<file path="src/rtl/aes_seq_pkg.sv">
// Shared definitions for the iterative AES round sequencer: whitening seed,
// default round count, state type and FSM encoding.
package aes_seq_pkg;

  localparam int          NUM_ROUNDS_DEF = 10;
  localparam int          STATE_W        = 128;
  localparam logic [127:0] AES_SEED      = 128'hc2f45dfa_8acd3f4d_a3dcfe8a_93cefa0a;

  typedef logic [STATE_W-1:0] state_t;

  typedef enum logic [1:0] {
    IDLE = 2'd0,
    RUN  = 2'd1,
    DONE = 2'd2
  } seq_state_e;

endpackage

</file>
<file path="src/rtl/aes_round_seq.sv">
// Iterative sequencer: whitens an accepted key, loops it through one shared
// round datapath NUM_ROUNDS times, then offers the result over valid/ready.
module aes_round_seq
  import aes_seq_pkg::*;
#(
  parameter int                NUM_ROUNDS = NUM_ROUNDS_DEF,
  parameter int                ROUND_LAT  = 1,
  parameter int                DATA_W     = 128,
  parameter logic [DATA_W-1:0] SEED       = DATA_W'(AES_SEED)
) (
  input  logic              clk,
  input  logic              rst_n,
  input  logic              in_valid,
  output logic              in_ready,
  input  logic [DATA_W-1:0] in_key,
  output logic              out_valid,
  input  logic              out_ready,
  output logic [DATA_W-1:0] out_data,
  output logic [DATA_W-1:0] rnd_in,
  output logic [DATA_W-1:0] rnd_const,
  input  logic [DATA_W-1:0] rnd_out,
  output logic              busy,
  output logic [3:0]        round_idx
);

  localparam logic [2:0] LAT_LAST   = 3'(ROUND_LAT);
  localparam logic [3:0] ROUND_LAST = 4'(NUM_ROUNDS - 1);

  seq_state_e        state_q, state_d;
  logic [DATA_W-1:0] st_q, st_d;
  logic [3:0]        round_q, round_d;
  logic [2:0]        lat_q, lat_d;

  // NOTE: every state register sits on the async reset, so a reset mid-job
  // leaves no stale partial state behind; non-blocking assignments keep all
  // registers updating from the same pre-edge values.
  always_ff @(posedge clk or negedge rst_n) begin
    if (!rst_n) begin
      state_q <= IDLE;
      st_q    <= '0;
      round_q <= '0;
      lat_q   <= '0;
    end else begin
      state_q <= state_d;
      st_q    <= st_d;
      round_q <= round_d;
      lat_q   <= lat_d;
    end
  end

  // NOTE: next-state signals default to holding their current value before
  // the case statement, so no path through it can infer a latch.
  always_comb begin
    state_d = state_q;
    st_d    = st_q;
    round_d = round_q;
    lat_d   = lat_q;
    unique case (state_q)
      IDLE: begin
        if (in_valid) begin
          st_d    = in_key ^ SEED;
          round_d = '0;
          lat_d   = '0;
          state_d = RUN;
        end
      end
      RUN: begin
        // rnd_out is only trusted once the datapath latency has elapsed.
        if (lat_q == LAT_LAST) begin
          st_d  = rnd_out;
          lat_d = '0;
          if (round_q == ROUND_LAST) begin
            state_d = DONE;
          end else begin
            round_d = round_q + 4'd1;
          end
        end else begin
          lat_d = lat_q + 3'd1;
        end
      end
      DONE: begin
        if (out_ready) begin
          state_d = IDLE;
        end
      end
      default: state_d = IDLE;
    endcase
  end

  assign in_ready  = (state_q == IDLE);
  assign out_valid = (state_q == DONE);
  assign busy      = (state_q != IDLE);
  assign rnd_in    = st_q;
  assign out_data  = st_q;
  assign rnd_const = SEED;
  assign round_idx = round_q;

endmodule

</file>
<file path="config.mk">
export PLATFORM = sky130hd
export DESIGN_NAME = aes_round_seq
export DESIGN_NICKNAME = d
export VERILOG_FILES = /design/src/rtl/aes_seq_pkg.sv /design/src/rtl/aes_round_seq.sv
export SDC_FILE = /design/constraint.sdc
export NUM_CORES = 1
export LEC_CHECK = 0
export CORE_AREA = 2 2 250 252
export DETAILED_ROUTE_END_ITERATION = 6
export DIE_AREA = 0 0 252 254
export SYNTH_ARGS = -nofsm -noshare
export SYNTH_HDL_FRONTEND = slang
export SYNTH_SLANG_ARGS = --single-unit
export TNS_END_PERCENT = 1
</file>
<file path="constraint.sdc">
create_clock -name clk -period 5 [get_ports clk]
set_input_delay 0.5 -clock clk [delete_from_list [all_inputs] [get_ports clk]]
set_output_delay 0.5 -clock clk [all_outputs]
set_load 0.01 [all_outputs]
</file>
# Word-level counts from Yosys, hierarchy flattened
# Index checks and enable logic that the tools add are counted.
# word_totals
ff_bits	137
latchBits	0
ram_bits	0
mem_bits_ro	0
in_bits	260
out_inout_bits	391
word_cells	38
n_memories	0
# op_classes
n_addsub	2
multipliers	0
div_mod_pow	0
order_cmp	0
eq_ne	9
shift	0
muxes	15
bitwise	1
reduce_logical	7
# ops
cell	count
2-to-1 mux 128 bit	2
one-hot mux 128 bit (2 select lines)	1
NOT 73 bit	1
2-to-1 mux 4 bit	3
2-to-1 mux 2 bit	4
!= test 2 bit (second input constant)	4
one-hot mux 4 bit (2 select lines)	1
AND reduction 4 bit	2
2-to-1 mux 3 bit	2
one-hot mux 2 bit (3 select lines)	1
one-hot mux 3 bit (2 select lines)	1
adder 4 x 1 -> 4 bit (second input constant)	1
== test 4 bit (second input constant)	1
nonzero test 2 bit	2
adder 3 x 1 -> 3 bit (second input constant)	1
== test 3 x 1 -> 1 bit (second input constant)	1
AND reduction 3 bit	1
== test 2 x 1 -> 1 bit (second input constant)	1
== test 2 bit (second input constant)	1
zero test 2 bit	1
!= test 2 x 1 -> 1 bit (second input constant)	1
AND reduction 2 bit	1

# Depth between registers and ports, before layout
# depth
word_depth	4
ltp_mapped	5
mapped_depth_nobuf	5

# Least setup slack after synthesis
# No wires, ideal clock.
# synth_path
path_type	register -> output
start	register state_q[0]
end	output in_ready
arrival_time_ns	1.167
required_time_ns	4.500
setup_slack_ns	3.333
path_stages_with_launch	5
n_path_buf	2
path_cell_list	dfrtp_1 -> buf_2 -> buf_2 -> or2_2 -> inv_1
# synth_between
elab_chain_len	1
# synth_rtl
element	line_no	source
start, declared	aes_round_seq.sv:29	seq_state_e state_q, state_d;
start signal, assigned	aes_round_seq.sv:44	state_q <= state_d;
zero test 2 bit	aes_round_seq.sv:90	assign in_ready = (state_q == IDLE);
end, declared	aes_round_seq.sv:14	output logic in_ready,
# Every way passes these cells.

# Worst setup path in the final report
# layout_path
start	register state_q[0]
end	register st_q[71], in the netlist out_data[71]
# layout_between
elab_chain_len	3
word_cells_on_any_way	7
classes_between	eq/ne: 3; mux: 1; reduce/logical: 3
# layout_rtl
element	line_no	source
== test 2 x 1 -> 1 bit / zero test 2 bit (equally long branches)	aes_round_seq.sv:58	unique case (state_q)
!= test 2 bit (no source line) / nonzero test 2 bit (equally long branches)	--	
AND reduction 3 bit (no source line)	--	
end signal, assigned	aes_round_seq.sv:45	st_q <= st_d;
end, declared	aes_round_seq.sv:30	logic [DATA_W-1:0] st_q, st_d;
# Parallel ways exist; a longest one is shown, timed or not.
# A chain may end at the register's enable or synchronous reset.

==> flow_metrics.tcl <==
set metrics [dict create \
    overflow 0 \
    yosysMostFrequentCell "buf_4" \
    drive_gt1_share_pct 16.9 \
    rsz0062_at_grt "no" \
    clk_path_buf_depth 2 \
    min_path_type "in2async" \
    violations "negative hold slack" \
    cp-start-kind "register" \
    period_minus_slack_ps 2890 \
    fmax_ghz 0.346 \
    hold_violations 1 \
    wl_per_cell_um 15.5 \
    end_kind "register" \
    grt_max_degree 70 \
    numCtsBuffers 17 \
    synth_top_area_cell "dfrtp_1" \
    maxCapViolations 0 \
    grt_pass1_vias 7156 \
    syn_area_per_cell_um2 11.0 \
    post-route-period-util_pct 57.7 \
    num_vias 6879 \
    dieArea_mm2 0.0640 \
    synth.area.top_cells "dfrtp_1 (38%), buf_4 (22%), mux2_2 (18%)" \
    crit_type "reg2reg" \
    drc_errors 0 \
    rows 91 \
    start_util_pct 14.7 \
    finClkSkew_ps 18.1 \
    ys_types 36 \
    viasPerCell 3.44 \
    track_usage_pct 9.31 \
    setup_violations 0 \
    antenna_found_initial 0 \
    ir_worst_vdd_uv 304 \
    clkSlewWorstSetupHoldPaths_ps 60 \
    yosys-top-cells-count "buf_4 (259), mux2_2 (144), dfrtp_1 (137), o21ai_0 (75), nand3b_1 (73)" \
    postRouteWirelength_um 30900 \
    cp.required_ps 5350 \
    num_antenna_cells 0 \
    cts.repair.resized 0 \
    clk_latency_ps 480 \
    die_width_um 252 \
    p_leak_nw 5.61 \
    root_buffer "clkbuf_16" \
    syn_area_mm2 0.00900 \
    hpwl_um 23700 \
    power_density_mw_per_mm2 632 \
    cts_tree "yes" \
    place_congestion 0.772 \
    coreArea_mm2 0.0613 \
    synth_edf_count 0 \
    synth_ff_type "dfrtp_1" \
    arrival_ps 3240 \
    timing.hold.ws_ps -3.90 \
    ys_ff_latch 137 \
    ys_seq_area_share_pct 38.1 \
    ant_nets 0 \
    numPortBuffers 522 \
    synth_warnings 0 \
    grt_pass1_wl_um 43600 \
    synthDominantCellAreaShare_pct 38.1 \
    area_growth_syn_to_layout_pct 57.6 \
    placedCellCount 1968 \
    r2r_end "out_data[71]$_DFFE_PN0P_" \
    r2r-start "state_q[0]$_DFFE_PN0P_" \
    syn_inst 815 \
    relSlewSlack_pct 41.1 \
    design.final.nets 1459 \
    power_w 0.00896 \
    drt_iter0_drc 282 \
    cts_setup_buffers 0 \
    first_pass_iters 4 \
    worstMarginPinSlew_ps 884 \
    die_y_um 254 \
    status "complete, but fails checks" \
    ctsHoldBuffers 0 \
    fin_setup_tns_ps 0 \
    io_pins 651 \
    finalNonFillerCells 2000 \
    ctsHtreeMaxLevel 4 \
    rr_worst_depth 4 \
    finalMaxSlewViolations 0 \
    cts.sinks 137 \
    path_max_fanout 56 \
    ff2ff_setup_slack_ps 2110 \
    ys_async_sr_fraction_pct 100 \
]
[per-layer routing]
metal	GRT usage, %	wire [um]	vias to the layer above
met1	9.92	11700	3324
met4	3.36	403	0
met2	17.1	16700	362
met5	0	0	-
li1	-	-	3174
met3	3.00	2110	19
[layout make-up]
| type | instances | area (um^2) |
|---|---|---|
| Multi-Input combinational cell | 496 | 3780 |
| Timing Repair Buffer | 539 | 5390 |
| Inverter | 6 | 22.5 |
| Sequential cell | 137 | 3430 |
| Clock buffer | 20 | 457 |
| Tap cell | 790 | 988 |
| Fill cell | 6574 | 47100 |
| Clock inverter | 12 | 100 |
[flip-flops by register name, indices dropped and copies added, names as in the netlist]
| register | cells |
|---|---|
| out_data | 128 |
| state_q | 2 |
| round_idx | 4 |
| lat_q | 3 |
[placed cells by master (no fill, tap or decap), types with 2 or more instances in the layout]
cell type and instances:
o21bai_1 2, clkbuf_16 17, nand2_1 5, inv_1 6, nor2_1 3, mux2_2 144
clkinvlp_4 3, buf_12 3, clkbuf_8 2, nand3_1 2, nand3b_1 73, a22o_1 2
ha_1 2, clkinv_2 6, conb_1 128, dfrtp_1 135, mux2_1 42, clkdlybuf4s50_1 521
o21ai_0 75, buf_4 14
[cell families (layout without fill, tap and decap cells)]
group | after synthesis | after routing | share of synthesized area [%]
muxes | 186 | 186 | 23.3
buffers and inverters | 308 | 577 | 25.2
adders and majority gates | 2 | 2 | 0.278
and+or+nand+nor | 95 | 95 | 7.86
AOI/OAI and AO/OA | 85 | 85 | 5.16
DFF | 137 | 137 | 38.1
other | 2 | 128 | 0.0835
[power by group]
group | internal (W) | switching [W] | total, W | leakage [nW]
Clock | 0.000704 | 0.000534 | 0.00124 | 0.272
Sequential | 0.00171 | 0.000628 | 0.00233 | 1.62
Combinational | 0.00324 | 0.00215 | 0.00539 | 3.72
[worst max-delay path by stage]
stage | startpoint | end | slack [ps] | cells after the start
finish | state_q[0]$_DFFE_PN0P_ | out_data[71]$_DFFE_PN0P_ | 2110 | 4
CTS | state_q[0]$_DFFE_PN0P_ | out_data[81]$_DFFE_PN0P_ | 2060 | 4
global route | state_q[0]$_DFFE_PN0P_ | out_data[90]$_DFFE_PN0P_ | 1900 | 4
detailed placement | state_q[0]$_DFFE_PN0P_ | out_data[81]$_DFFE_PN0P_ | 2070 | 4
floorplan | state_q[0]$_DFFE_PN0P_ | in_ready | 3330 | 4
global placement | state_q[0]$_DFFE_PN0P_ | out_data[85]$_DFFE_PN0P_ | 2090 | 4
[critical path, cell delays in order, from the launching register on]
cell and delay [ps]:
dfrtp_4 810, and2b_4 820, buf_4 460, mux2_2 380
mux2_2 260
[per-stage QoR]
| stage | setup WS, ps | area [um^2] | utilization (%) |
|---|---|---|---|
| after global routing | 1900 | 14200 | 23.1 |
| after global placement | 2090 | 13600 | 22.2 |
| after CTS | 2060 | 14200 | 23.1 |
| after detailed placement | 2070 | 13600 | 22.2 |
| after floorplan | 3330 | 9470 | - |
| final | 2110 | 14200 | 23.1 |
Note: power is estimated with default switching activity, not from simulation.
